`config.mk`:
```
export PLATFORM = sky130hd
export DESIGN_NAME = time_set_ctrl
export DESIGN_NICKNAME = d
export VERILOG_FILES = /design/src/rtl/time_set_ctrl.sv
export SDC_FILE = /design/constraint.sdc
export NUM_CORES = 1
export LEC_CHECK = 0
export BUFFER_PORTS_ARGS = -buffer_cell sky130_fd_sc_hd__buf_2
export CAP_MARGIN = 0
export CELL_PAD_IN_SITES_DETAIL_PLACEMENT = 1
export CELL_PAD_IN_SITES_GLOBAL_PLACEMENT = 1
export CORE_UTILIZATION = 40
export CTS_CLUSTER_DIAMETER = 50
export DETAILED_ROUTE_END_ITERATION = 10
export MAX_ROUTING_LAYER = met4
export PLACE_DENSITY = 0.85
export SLEW_MARGIN = 40
export SYNTH_ARGS = -nofsm -noshare
export SYNTH_HDL_FRONTEND = slang
export SYNTH_SLANG_ARGS = --single-unit
```
`constraint.sdc`:
```
create_clock -name i_clk -period 2.5 [get_ports i_clk]
set_clock_uncertainty 0.15 [all_clocks]
set_input_delay 0.375 -clock i_clk [delete_from_list [all_inputs] [get_ports i_clk]]
set_output_delay 0.375 -clock i_clk [all_outputs]
set_load 0.02 [all_outputs]
```
`src/rtl/time_set_ctrl.sv`:
```
// -----------------------------------------------------------------------------
// time_set_ctrl
//   Time-setting controller for a 24-hour clock. Decodes debounced MODE /
//   SELECT / ADJUST key pulses into a NORM -> SEC -> HOUR -> MIN adjust
//   sequence. It issues one-cycle SECCLR / MININC / HOURINC strobes to the
//   time counters and drives the per-field blink enables for the display. An
//   idle timeout returns the controller to NORM.
//
//   Optional feature macro: AUTO_REPEAT_EN
//     When defined, holding ADJUST in HOUR or MIN auto-repeats the increment:
//     the first repeat comes REP_DLY cycles after the key pulse, and later
//     repeats follow every REP_PER cycles.
//     When undefined, each ADJUST pulse gives exactly one strobe.
//
// Parameters
//   TIMEOUT_SEC : EN1HZ pulses without key activity before returning to NORM (1..255)
//   REP_DLY     : clock cycles from the ADJUST pulse to the first repeat strobe
//   REP_PER     : clock cycles between later repeat strobes
//
// Ports
//   i_clk       : system clock, rising edge
//   i_rst       : synchronous active-high reset
//   i_en1hz     : one-cycle pulse, once per second
//   i_sig2hz    : 2 Hz square wave used for blinking
//   i_mode      : MODE key pulse
//   i_select    : SELECT key pulse
//   i_adjust    : ADJUST key pulse
//   i_adjhold   : high while the ADJUST key is held
//   o_secclr    : clear-seconds strobe
//   o_mininc    : increment-minutes strobe
//   o_hourinc   : increment-hours strobe
//   o_secon     : seconds digits enable (1 = lit)
//   o_minon     : minutes digits enable
//   o_houron    : hours digits enable
//   o_adjmode   : high in any adjust state
// -----------------------------------------------------------------------------
module time_set_ctrl #(
    parameter int TIMEOUT_SEC = 30,
    parameter int REP_DLY     = 25000000,
    parameter int REP_PER     = 5000000
) (
    input  logic i_clk,
    input  logic i_rst,
    input  logic i_en1hz,
    input  logic i_sig2hz,
    input  logic i_mode,
    input  logic i_select,
    input  logic i_adjust,
    input  logic i_adjhold,
    output logic o_secclr,
    output logic o_mininc,
    output logic o_hourinc,
    output logic o_secon,
    output logic o_minon,
    output logic o_houron,
    output logic o_adjmode
);

    typedef enum logic [1:0] {
        ST_NORM = 2'd0,
        ST_SEC  = 2'd1,
        ST_HOUR = 2'd2,
        ST_MIN  = 2'd3
    } state_t;

    // Reject parameter values the counters cannot represent.
    if (TIMEOUT_SEC < 1 || TIMEOUT_SEC > 255 || REP_DLY < 1 || REP_PER < 1) begin : g_param_check
        $error("time_set_ctrl: parameter out of range");
    end

    // The timeout fires on the EN1HZ pulse seen while the count sits one below the limit.
    localparam logic [7:0] TO_LAST = 8'(TIMEOUT_SEC - 1);

    state_t     r_state;
    state_t     w_state_nxt;
    state_t     w_sel_nxt;
    logic [7:0] r_to_cnt;
    logic [7:0] w_to_cnt_nxt;
    logic       w_key;
    logic       w_in_adj;
    logic       w_timeout;
    logic       w_adj_acc;
    logic       w_rep_fire;
    logic       w_inc_strobe;
    logic       w_secclr_nxt;
    logic       w_mininc_nxt;
    logic       w_hourinc_nxt;

    logic       r_secclr;
    logic       r_mininc;
    logic       r_hourinc;
    logic       r_secon;
    logic       r_minon;
    logic       r_houron;
    logic       r_adjmode;

    assign w_key     = i_mode | i_select | i_adjust;
    assign w_in_adj  = (r_state != ST_NORM);
    // A key pulse or a held key clears the count, so it also blocks a coincident timeout.
    assign w_timeout = w_in_adj & i_en1hz & ~w_key & ~i_adjhold & (r_to_cnt == TO_LAST);

    // SELECT rotation order among the adjust fields.
    always_comb begin
        w_sel_nxt = ST_SEC;
        case (r_state)
            ST_SEC:  w_sel_nxt = ST_HOUR;
            ST_HOUR: w_sel_nxt = ST_MIN;
            ST_MIN:  w_sel_nxt = ST_SEC;
            default: w_sel_nxt = ST_SEC;
        endcase
    end

    // Next-state decode with MODE > SELECT > ADJUST priority.
    always_comb begin
        w_state_nxt = r_state;
        w_adj_acc   = 1'b0;
        case (r_state)
            ST_NORM: begin
                if (i_mode) begin
                    w_state_nxt = ST_SEC;
                end else begin
                    w_state_nxt = ST_NORM;
                end
            end
            ST_SEC, ST_HOUR, ST_MIN: begin
                if (i_mode) begin
                    w_state_nxt = ST_NORM;
                end else if (i_select) begin
                    w_state_nxt = w_sel_nxt;
                end else if (w_timeout) begin
                    w_state_nxt = ST_NORM;
                end else begin
                    w_state_nxt = r_state;
                    w_adj_acc   = i_adjust;
                end
            end
            default: begin
                w_state_nxt = ST_NORM;
            end
        endcase
    end

    // Idle timeout counter: runs on EN1HZ only while adjusting and untouched.
    always_comb begin
        if (w_state_nxt == ST_NORM || w_key || i_adjhold) begin
            w_to_cnt_nxt = 8'd0;
        end else if (i_en1hz) begin
            w_to_cnt_nxt = r_to_cnt + 8'd1;
        end else begin
            w_to_cnt_nxt = r_to_cnt;
        end
    end

`ifdef AUTO_REPEAT_EN
    localparam int REP_MAX = (REP_DLY > REP_PER) ? REP_DLY : REP_PER;
    localparam int REP_W   = $clog2(REP_MAX + 1);
    localparam logic [REP_W-1:0] REP_DLY_C = REP_W'(REP_DLY);
    localparam logic [REP_W-1:0] REP_PER_C = REP_W'(REP_PER);
    localparam logic [REP_W-1:0] REP_ONE   = REP_W'(1);
    localparam logic [REP_W-1:0] REP_ZERO  = REP_W'(0);

    logic [REP_W-1:0] r_rep_cnt;
    logic [REP_W-1:0] w_rep_cnt_nxt;
    logic             r_rep_act;
    logic             w_rep_act_nxt;
    logic             r_rep_first;
    logic             w_rep_first_nxt;
    logic             w_rep_run;

    // Repeat timing: the count is 1 in the cycle after the ADJUST pulse,
    // so matching REP_DLY puts the registered strobe at pulse + 1 + REP_DLY.
    always_comb begin
        w_rep_run       = r_rep_act & i_adjhold & (w_state_nxt == r_state) & ~w_adj_acc;
        w_rep_fire      = 1'b0;
        w_rep_cnt_nxt   = r_rep_cnt;
        w_rep_act_nxt   = r_rep_act;
        w_rep_first_nxt = r_rep_first;
        if (w_adj_acc && (r_state == ST_HOUR || r_state == ST_MIN)) begin
            w_rep_cnt_nxt   = REP_ONE;
            w_rep_act_nxt   = 1'b1;
            w_rep_first_nxt = 1'b1;
        end else if (w_rep_run) begin
            if (r_rep_first ? (r_rep_cnt == REP_DLY_C) : (r_rep_cnt == REP_PER_C)) begin
                w_rep_fire      = 1'b1;
                w_rep_cnt_nxt   = REP_ONE;
                w_rep_first_nxt = 1'b0;
            end else begin
                w_rep_cnt_nxt   = r_rep_cnt + REP_ONE;
            end
        end else begin
            w_rep_cnt_nxt   = REP_ZERO;
            w_rep_act_nxt   = 1'b0;
            w_rep_first_nxt = 1'b0;
        end
    end

    // Repeat counter registers.
    always_ff @(posedge i_clk) begin
        if (i_rst) begin
            r_rep_cnt   <= REP_ZERO;
            r_rep_act   <= 1'b0;
            r_rep_first <= 1'b0;
        end else begin
            r_rep_cnt   <= w_rep_cnt_nxt;
            r_rep_act   <= w_rep_act_nxt;
            r_rep_first <= w_rep_first_nxt;
        end
    end
`else
    assign w_rep_fire = 1'b0;
`endif

    // Only one field is adjustable per state, so the strobes are mutually exclusive.
    assign w_inc_strobe  = w_adj_acc | w_rep_fire;
    assign w_secclr_nxt  = w_adj_acc    & (r_state == ST_SEC);
    assign w_hourinc_nxt = w_inc_strobe & (r_state == ST_HOUR);
    assign w_mininc_nxt  = w_inc_strobe & (r_state == ST_MIN);

    // State, timeout counter and registered outputs.
    always_ff @(posedge i_clk) begin
        if (i_rst) begin
            r_state   <= ST_NORM;
            r_to_cnt  <= 8'd0;
            r_secclr  <= 1'b0;
            r_mininc  <= 1'b0;
            r_hourinc <= 1'b0;
            r_secon   <= 1'b1;
            r_minon   <= 1'b1;
            r_houron  <= 1'b1;
            r_adjmode <= 1'b0;
        end else begin
            r_state   <= w_state_nxt;
            r_to_cnt  <= w_to_cnt_nxt;
            r_secclr  <= w_secclr_nxt;
            r_mininc  <= w_mininc_nxt;
            r_hourinc <= w_hourinc_nxt;
            r_secon   <= (w_state_nxt == ST_SEC)  ? i_sig2hz : 1'b1;
            r_minon   <= (w_state_nxt == ST_MIN)  ? i_sig2hz : 1'b1;
            r_houron  <= (w_state_nxt == ST_HOUR) ? i_sig2hz : 1'b1;
            r_adjmode <= (w_state_nxt != ST_NORM);
        end
    end

    assign o_secclr  = r_secclr;
    assign o_mininc  = r_mininc;
    assign o_hourinc = r_hourinc;
    assign o_secon   = r_secon;
    assign o_minon   = r_minon;
    assign o_houron  = r_houron;
    assign o_adjmode = r_adjmode;

endmodule
```
==> impl_metrics.ini, run 1 <==
[outcome]
status = complete, no violations

[worst_setup_path]
cp_max_fo = 5
reg2reg_from = r_state[1]
cpMaxStageDelayCell = or4_1
reg2reg_depth = 6
cp_top_family = simple AND/OR/NAND/NOR gates
cp_cell_sequence = inv_1, ha_1, nor3_1, nand2_1, o221a_2, or4_1
critPathMaxStageDelay_ps = 460
critPathBufInv = 1
cp.depth = 6
arrival_ps = 2240
start_kind = flip-flop
end_kind = flip-flop
worstSetupPathType = flip-flop to flip-flop
rrSetupSlack_ps = 280
r2r_end = o_secon
required_ps = 2520

[clocking]
clockRootBuffer = clkbuf_4
cts.htree.levels = 1
cts_resized = 0
hold_buffers = 0
post_cts_buffers = 0
cts_tree = done
cts_buffers = 3
insertion_delay_ps = 290
clock_sinks = 17
clk_path_buf_depth = 2
clk_pin_slew_ps = 100

[floorplan]
dieArea_sq_um = 2280
initial_core_util = 0.427
fp-row-count = 16
coreArea_sq_um = 1960
die_x_microns = 47.8
dieHeight_microns = 47.8
top_level_ports = 15

[detailed_routing]
wire_per_inst_microns = 12.5
num_vias = 664
first_pass_iters = 2
wirelength_microns = 1650
drtIter0Drc = 1
ant_nets = 0
drc = 0
via_per_inst = 5.03

[placement]
placed_area_sq_um = 946
dp_hpwl_microns = 1340
routabilityCongestion = 0.871
io_buffers = 14
dp.cells = 128

[layout]
area_delta_synth_final_pct = 16.1
final_cells = 132
regArea_sq_um = 340
drive_gt1_frac = 0.238
fill_cells = 256
nNetsFinal = 121
fin_area_sq_um = 973
multiInputGateArea_sq_um = 483
n_antenna_cell = 0

[hold_path]
hp-class = input port to flip-flop
min_to = o_secon
hold_start = i_sig2hz
min_path_cells = 2

[timing]
fin_crit_sh = 0.887
final_hold_viol_count = 0
slew_viol_final = 0
worst_pin_slew_ps = 748
fin_setup_tns_ps = 0
rsz0062_at_grt = no
fmax_ghz = 0.451
period_needed_ps = 2220
slew-limit-headroom = 0.497
setup_violations = 0

[grt]
grt_pass1_vias = 644
grt_max_degree = 11
grt_pass1_wl_microns = 2790
track_usage = 0.189
grt_overflow_total = 0
grt_antenna_before_repair = 0

[synth]
yosysSeqAreaShare = 0.406
synth_cells = 87
synth_edf_count = 0
yosysMostFrequentCell = dfxtp_1
synth_seq_cells = 17
yosys-top-cells-count = 17 x dfxtp_1, 12 x nor2_1, 8 x nand2_1, 7 x ha_1
yosys_warnings = 0
yosysUniqueCellTypes = 33
ys_async_sr_fraction = 0
netlist_area_sq_um = 838
synthFlopType = dfxtp_1
synth_nets = 102
synth_top_area_cell = dfxtp_1
synthTopCellsByArea = dfxtp_1 41%, ha_1 10%, nor2_1 5.4%
synth.top_cell.area_share = 0.406
syn_avg_cell_area_sq_um = 9.64

[pwr]
peakVddDrop_uv = 254
leakage_nw = 0.383
powerDensity_nw_per_um2 = 473

[flow_run]
cap_violations = 0
[placed cells by master, fill, tap and decap left out, types with 2 or more instances in the layout]
cell      instances
and2_1            3
buf_2            14
clkbuf_4          3
dfxtp_1          17
ha_1              7
inv_1             3
nand2_1           8
nand2b_1          3
nand3_1           3
nand4_1           2
nor2_1           12
nor3_1            2
o21a_1            2
xnor2_1           3
xor2_1            2
[cell families after synthesis]
group	after synthesis	synth area share
AO/OA/AOI/OAI	12	0.143
XOR/XNOR	5	0.0522
AND/OR/NAND/NOR	42	0.276
flip-flops	17	0.406
adder cells (fa/ha/maj)	7	0.104
buffers and inverters	4	0.0179
[per-layer routing]
layer | global-route usage | vias up | routed length [microns] | share of wire
met4 | 0.100 | 0 | 32 | 0.019
met2 | 0.324 | 10 | 826 | 0.50
li1 | - | 338 | - | -
met1 | 0.198 | 312 | 742 | 0.45
met3 | 0.0453 | 4 | 45 | 0.027
met5 | - | - | 0 | 0
[flip-flops by register name, indices dropped and copies added, names as in the netlist]
signal,count
o_houron,1
o_adjmode,1
o_secclr,1
r_to_cnt,8
o_minon,1
o_mininc,1
o_secon,1
r_state,2
o_hourinc,1
[through the flow]
stage           util  setup WS, ps  power, mW  hold WS (ps)
4_1_cts        0.496           277      0.468           129
3_3_place_gp   0.482           273      0.324           360
5_1_grt        0.496           115      0.490           134
2_1_floorplan      -           456      0.307           294
6_report       0.496           283      0.461           138
3_5_place_dp   0.482           221      0.326           374
[worst max path at each step]
stage                     slack (ps)       to        from
after floorplan                  460  o_secon      i_mode
after global placement           270  o_secon      i_mode
after detailed placement         220  o_secon      i_mode
after CTS                        280  o_secon  r_state[1]
after global routing             120  o_secon  r_state[1]
final                            280  o_secon  r_state[1]
[layout make-up]
cell class	instances	area share
clock buffers	3	0.0231
clock inverters	1	0.00514
inverters	3	0.0116
multi-input cells	66	0.496
flip-flops and latches	17	0.350
well taps	27	0.0347
repair buffers	15	0.0797
[where the power goes]
part	internal, mW	total, mW	switching (mW)	leakage, nW
logic	0.0180	0.0438	0.0258	0.228
registers	0.274	0.275	0.00133	0.138
clock network	0.0594	0.142	0.0822	0.0177
total	0.351	0.461	0.109	0.383
(Power assumes the default switching activity.)
==> run 2: changes to the inputs <==
--- a/config.mk
+++ b/config.mk
@@ -5,11 +5,12 @@
 export SDC_FILE = /design/constraint.sdc
 export NUM_CORES = 1
 export LEC_CHECK = 0
+export ABC_AREA = 1
 export BUFFER_PORTS_ARGS = -buffer_cell sky130_fd_sc_hd__buf_2
 export CAP_MARGIN = 0
 export CELL_PAD_IN_SITES_DETAIL_PLACEMENT = 1
 export CELL_PAD_IN_SITES_GLOBAL_PLACEMENT = 1
-export CORE_UTILIZATION = 40
+export CORE_UTILIZATION = 38
 export CTS_CLUSTER_DIAMETER = 50
 export DETAILED_ROUTE_END_ITERATION = 10
 export MAX_ROUTING_LAYER = met4
==> impl_metrics.ini, run 2 <==
[outcome]
status = complete, no violations

[floorplan]
top_level_ports = 15
dieArea_sq_um = 2360
dieHeight_microns = 48.6
fp-row-count = 16
initial_core_util = 0.412
die_x_microns = 48.6
coreArea_sq_um = 2000

[layout]
final_cell_mix = 24 x nand2_1, 21 x nor2_1, 17 x dfxtp_1
top_regs = r_to_cnt x8, r_state x2
largest_register_ffs = 8
regMostFlops = r_to_cnt
multiInputGateArea_sq_um = 424
layout_commonest_cell = nand2_1
fin_area_sq_um = 956
n_antenna_cell = 0
fill_cells = 260
regArea_sq_um = 340
drive_gt1_frac = 0.206
area_delta_synth_final_pct = 15.9
nNetsFinal = 142

[pwr]
leakage_nw = 0.447
powerDensity_nw_per_um2 = 484
peakVddDrop_uv = 175

[synth]
synth_compound_area_frac = 0.0228
synth_seq_cells = 17
ys_async_sr_fraction = 0
synth_xor_area_frac = 0.0744
netlist_area_sq_um = 825
synth_cells = 108
synth_edf_count = 0
yosysMostFrequentCell = nand2_1
yosysSeqAreaShare = 0.413
yosys_warnings = 0
syn_avg_cell_area_sq_um = 7.63
synth.top_cell.area_share = 0.413
synth_top_area_cell = dfxtp_1
yosysUniqueCellTypes = 17
yosys.area_share.simple = 0.311
synthFlopType = dfxtp_1
synth_top_family_by_area = simple AND/OR/NAND/NOR gates
synthMuxAreaShare = 0
synthTopCellsByArea = dfxtp_1 41%, nand2_1 11%, ha_1 11%
synth_nets = 123
synthAdderAreaFrac = 0.106
yosys-top-cells-count = 24 x nand2_1, 21 x nor2_1, 17 x dfxtp_1, 15 x inv_1, 7 x ha_1

[timing]
rsz0062_at_grt = no
worst_pin_slew_ps = 210
hold_slack_ps = 115
period_needed_ps = 1880
fin_crit_sh = 0.754
slew-limit-headroom = 0.859
slew_viol_final = 0
fin_setup_tns_ps = 0
final_hold_viol_count = 0
fmax_ghz = 0.531
setup_violations = 0

[worst_setup_path]
required_ps = 2540
end_kind = flip-flop
arrival_ps = 1930
cp_max_fo = 4
worstSetupPathType = flip-flop to flip-flop
start_kind = flip-flop

[detailed_routing]
drtIter0Drc = 5
wirelength_microns = 1740
ant_nets = 0
first_pass_iters = 4
num_vias = 684
via_per_inst = 4.47
drc = 0
wire_per_inst_microns = 11.4

[clocking]
cts_tree = done
clock_sinks = 17
post_cts_buffers = 0
clk_pin_slew_ps = 100
hold_buffers = 0
clockRootBuffer = clkbuf_4
insertion_delay_ps = 290
clk_path_buf_depth = 2
cts.htree.levels = 1
cts_resized = 0
cts_buffers = 3

[grt]
grt_overflow_total = 0
grt_max_degree = 11
grt_pass1_wl_microns = 3160
grt_antenna_before_repair = 0
track_usage = 0.177
grt_pass1_vias = 729

[placement]
placed_area_sq_um = 928
io_buffers = 14
routabilityCongestion = 0.901
dp_hpwl_microns = 1470

[hold_path]
hp-class = input port to flip-flop

[flow_run]
cap_violations = 0
==> run 2: cell count changes in the layout (fill, tap and decap cells not counted), sizes merged, moves of 2 or more <==
cell | previous run | this run
nand3 | 3 | 7
nand2b | 3 | 0
o21a | 2 | 0
nand2 | 8 | 25
nor2 | 12 | 23
nor4 | 2 | 0
inv | 3 | 16
or4 | 2 | 0
and2 | 3 | 0
nand4 | 2 | 0
==> run 2: layout make-up <==
cell class,instances,area share
clock buffers,3,0.0236
clock inverters,1,0.00524
inverters,16,0.0628
multi-input cells,75,0.444
flip-flops and latches,17,0.356
well taps,27,0.0353
repair buffers,14,0.0733
==> run 2: through the flow <==
| step | std cells | setup WS (ps) | power, mW | utilization |
|---|---|---|---|---|
| floorplan | 108 | 794 | 0.306 | - |
| global placement | 149 | 741 | 0.320 | 0.464 |
| detailed placement | 149 | 630 | 0.323 | 0.464 |
| CTS | 153 | 613 | 0.466 | 0.478 |
| global route | 153 | 434 | 0.487 | 0.478 |
| finish | 153 | 616 | 0.463 | 0.478 |
==> run 2: cells by family after synthesis <==
logic type	count (synthesis)
buffers and inverters	16
AND/OR/NAND/NOR	58
XOR/XNOR	7
adder cells (fa/ha/maj)	7
flip-flops	17
AO/OA/AOI/OAI	3
==> run 2: worst paths after layout <==
check / endpoint / start / slack [ps] / cells past startpoint
max reg2reg: o_houron / r_state[0] / 620 / 9
min: o_secclr / i_rst / 120 / 2
max: o_houron / r_state[0] / 620 / 9
min reg2reg: r_to_cnt[7] / r_to_cnt[7] / 420 / 2
==> run 2: worst max-delay path, stage by stage (launching register included) <==
cell     delay (ps)
dfxtp_1         410
inv_1           110
ha_1            220
inv_1            60
nand2_1          80
nor3_1          190
a21oi_2         110
or2_2           310
nor2_1          100
nand2_1          50
==> run 2: layer usage <==
layer  GRT usage  wire length, microns  up-vias
li1            -                     -      358
met1       0.203                   827      311
met2       0.312                   847       11
met3      0.0189                    33        4
met4      0.0735                    33        0
met5           -                     0        -
==> run 2: report_power, final <==
group          total (mW)  internal [mW]  leakage (nW)  switching, mW
clock network       0.146         0.0594        0.0177         0.0870
logic              0.0401         0.0139         0.292         0.0262
registers           0.276          0.274         0.138        0.00208
==> run 3: changes to the inputs <==
==> constraint.sdc (replaced) <==
create_clock -name i_clk -period 1.9 [get_ports i_clk]
set_clock_uncertainty 0.15 [all_clocks]
set_input_delay 0.285 -clock i_clk [delete_from_list [all_inputs] [get_ports i_clk]]
set_output_delay 0.285 -clock i_clk [all_outputs]
set_load 0.02 [all_outputs]
==> impl_metrics.ini, run 3 (synthesis gave the netlist of run 2 again) <==
[outcome]
status = complete, no violations

[worst_setup_path]
required_ps = 1950
cpMaxStageDelayCell = dfxtp_4
reg2reg_depth = 12
worstSetupPathType = flip-flop to flip-flop
end_kind = flip-flop
arrival_ps = 1800
start_kind = flip-flop
cp_max_fo = 8
cp_cell_sequence = inv_1, ha_2, nor2_1, nand2_1, nor2_1, nand2_1, nand2_1, nand2_1, nand2_2, nand3_2, nand3_4, nor2_1
cp_common_cell = nand2_1
critPathMaxStageDelay_ps = 380
rrSetupSlack_ps = 140

[grt]
track_usage = 0.190
grt_max_degree = 11
grt_pass1_wl_microns = 3290
grt_antenna_before_repair = 0
grt_pass1_vias = 738
grt_overflow_total = 0

[clocking]
cts.htree.levels = 1
clk_path_buf_depth = 2
hold_buffers = 0
clockRootBuffer = clkbuf_4
cts_buffers = 3
clock_sinks = 17
cts_tree = done
insertion_delay_ps = 300
clk_pin_slew_ps = 110

[detailed_routing]
drtIter0Drc = 1
wire_per_inst_microns = 11.9
via_per_inst = 4.49
drc = 0
first_pass_iters = 3
num_vias = 691
wirelength_microns = 1830
ant_nets = 0

[layout]
top_regs = r_to_cnt x8, r_state x2
layout_commonest_cell = nand2_1
nNetsFinal = 143
n_antenna_cell = 0
final_cell_mix = 21 x nand2_1, 20 x nor2_1, 15 x inv_1, 15 x dfxtp_1, 14 x buf_2
regMostFlops = r_to_cnt
largest_register_ffs = 8
fin_area_sq_um = 986
fill_cells = 254
area_delta_synth_final_pct = 19.6
final_cells = 154
drive_gt1_frac = 0.276
postLayoutCoreUtil = 0.493

[floorplan]
fp-row-count = 16
initial_core_util = 0.412
die_x_microns = 48.6
dieHeight_microns = 48.6
dieArea_sq_um = 2360
coreArea_sq_um = 2000
top_level_ports = 15

[hold_path]
min_path_cells = 2
hp-class = input port to flip-flop

[timing]
final_hold_viol_count = 0
fin_crit_sh = 0.925
fmax_ghz = 0.569
worst_pin_slew_ps = 213
slew-limit-headroom = 0.858
setup_violations = 0
finalWorstSetupSlack_ps = 142
period_needed_ps = 1760
slew_viol_final = 0

[flow_run]
cap_violations = 0

[pwr]
peakVddDrop_uv = 272
p_total_mw = 0.621
powerDensity_nw_per_um2 = 630
leakage_nw = 0.453

[placement]
place_ws_ps = 28.7
dp.cells = 149
io_buffers = 14
dp_hpwl_microns = 1480
routabilityCongestion = 0.901
placed_area_sq_um = 928
[run 3: worst paths after layout]
| kind | from | to |
|---|---|---|
| worst min register to register | r_to_cnt[7] | r_to_cnt[7] |
| worst min-delay path | i_rst | o_secclr |
| worst max register to register | r_state[0] | r_to_cnt[2] |
| worst max-delay path | r_state[0] | r_to_cnt[2] |
[run 3: what timing repair did]
item                                    4_1_cts  5_1_grt
gates resized for setup                       0        9
setup buffers                                 0        1
endpoints found under the setup margin        0       13
[run 3: worst max-delay path: cells and delay by family, from the launching register on]
family        cells  cell delay [ps]
simple gates     10              870
buf+inv           1               80
fa+ha+maj         1              190
flops             1              380
[run 3: where the power goes]
part | total, mW | internal, mW | switching [mW]
combinational | 0.0583 | 0.0212 | 0.0371
sequential | 0.363 | 0.360 | 0.00272
clock | 0.199 | 0.0784 | 0.121
[run 3: area by class of cell]
| class | count | area, sq um | area share |
|---|---|---|---|
| multi-input combinational | 75 | 442 | 0.448 |
| clock inverter | 1 | 5.00 | 0.00508 |
| clock buffer | 3 | 22.5 | 0.0228 |
| sequential | 17 | 345 | 0.350 |
| tap | 27 | 33.8 | 0.0343 |
| timing repair buffer | 15 | 77.6 | 0.0787 |
| inverter | 16 | 60.1 | 0.0609 |
[run 3: per-stage QoR]
| step | hold WS, ps | TNS, ps |
|---|---|---|
| finish | 17.5 | 0 |
| global route | 24.0 | -1.82 |
| CTS | 12.0 | 0 |
| detailed placement | 336 | 0 |
| global placement | 340 | 0 |
| floorplan | 212 | 0 |
[run 3: per-layer routing]
metal / GRT usage / routed length (microns) / share of wire / up-vias
met3: 0.0189 / 37 / 0.020 / 4
met5: - / 0 / 0 / -
met4: 0.103 / 37 / 0.020 / 0
met2: 0.331 / 877 / 0.48 / 13
li1: - / - / - / 361
met1: 0.212 / 874 / 0.48 / 313
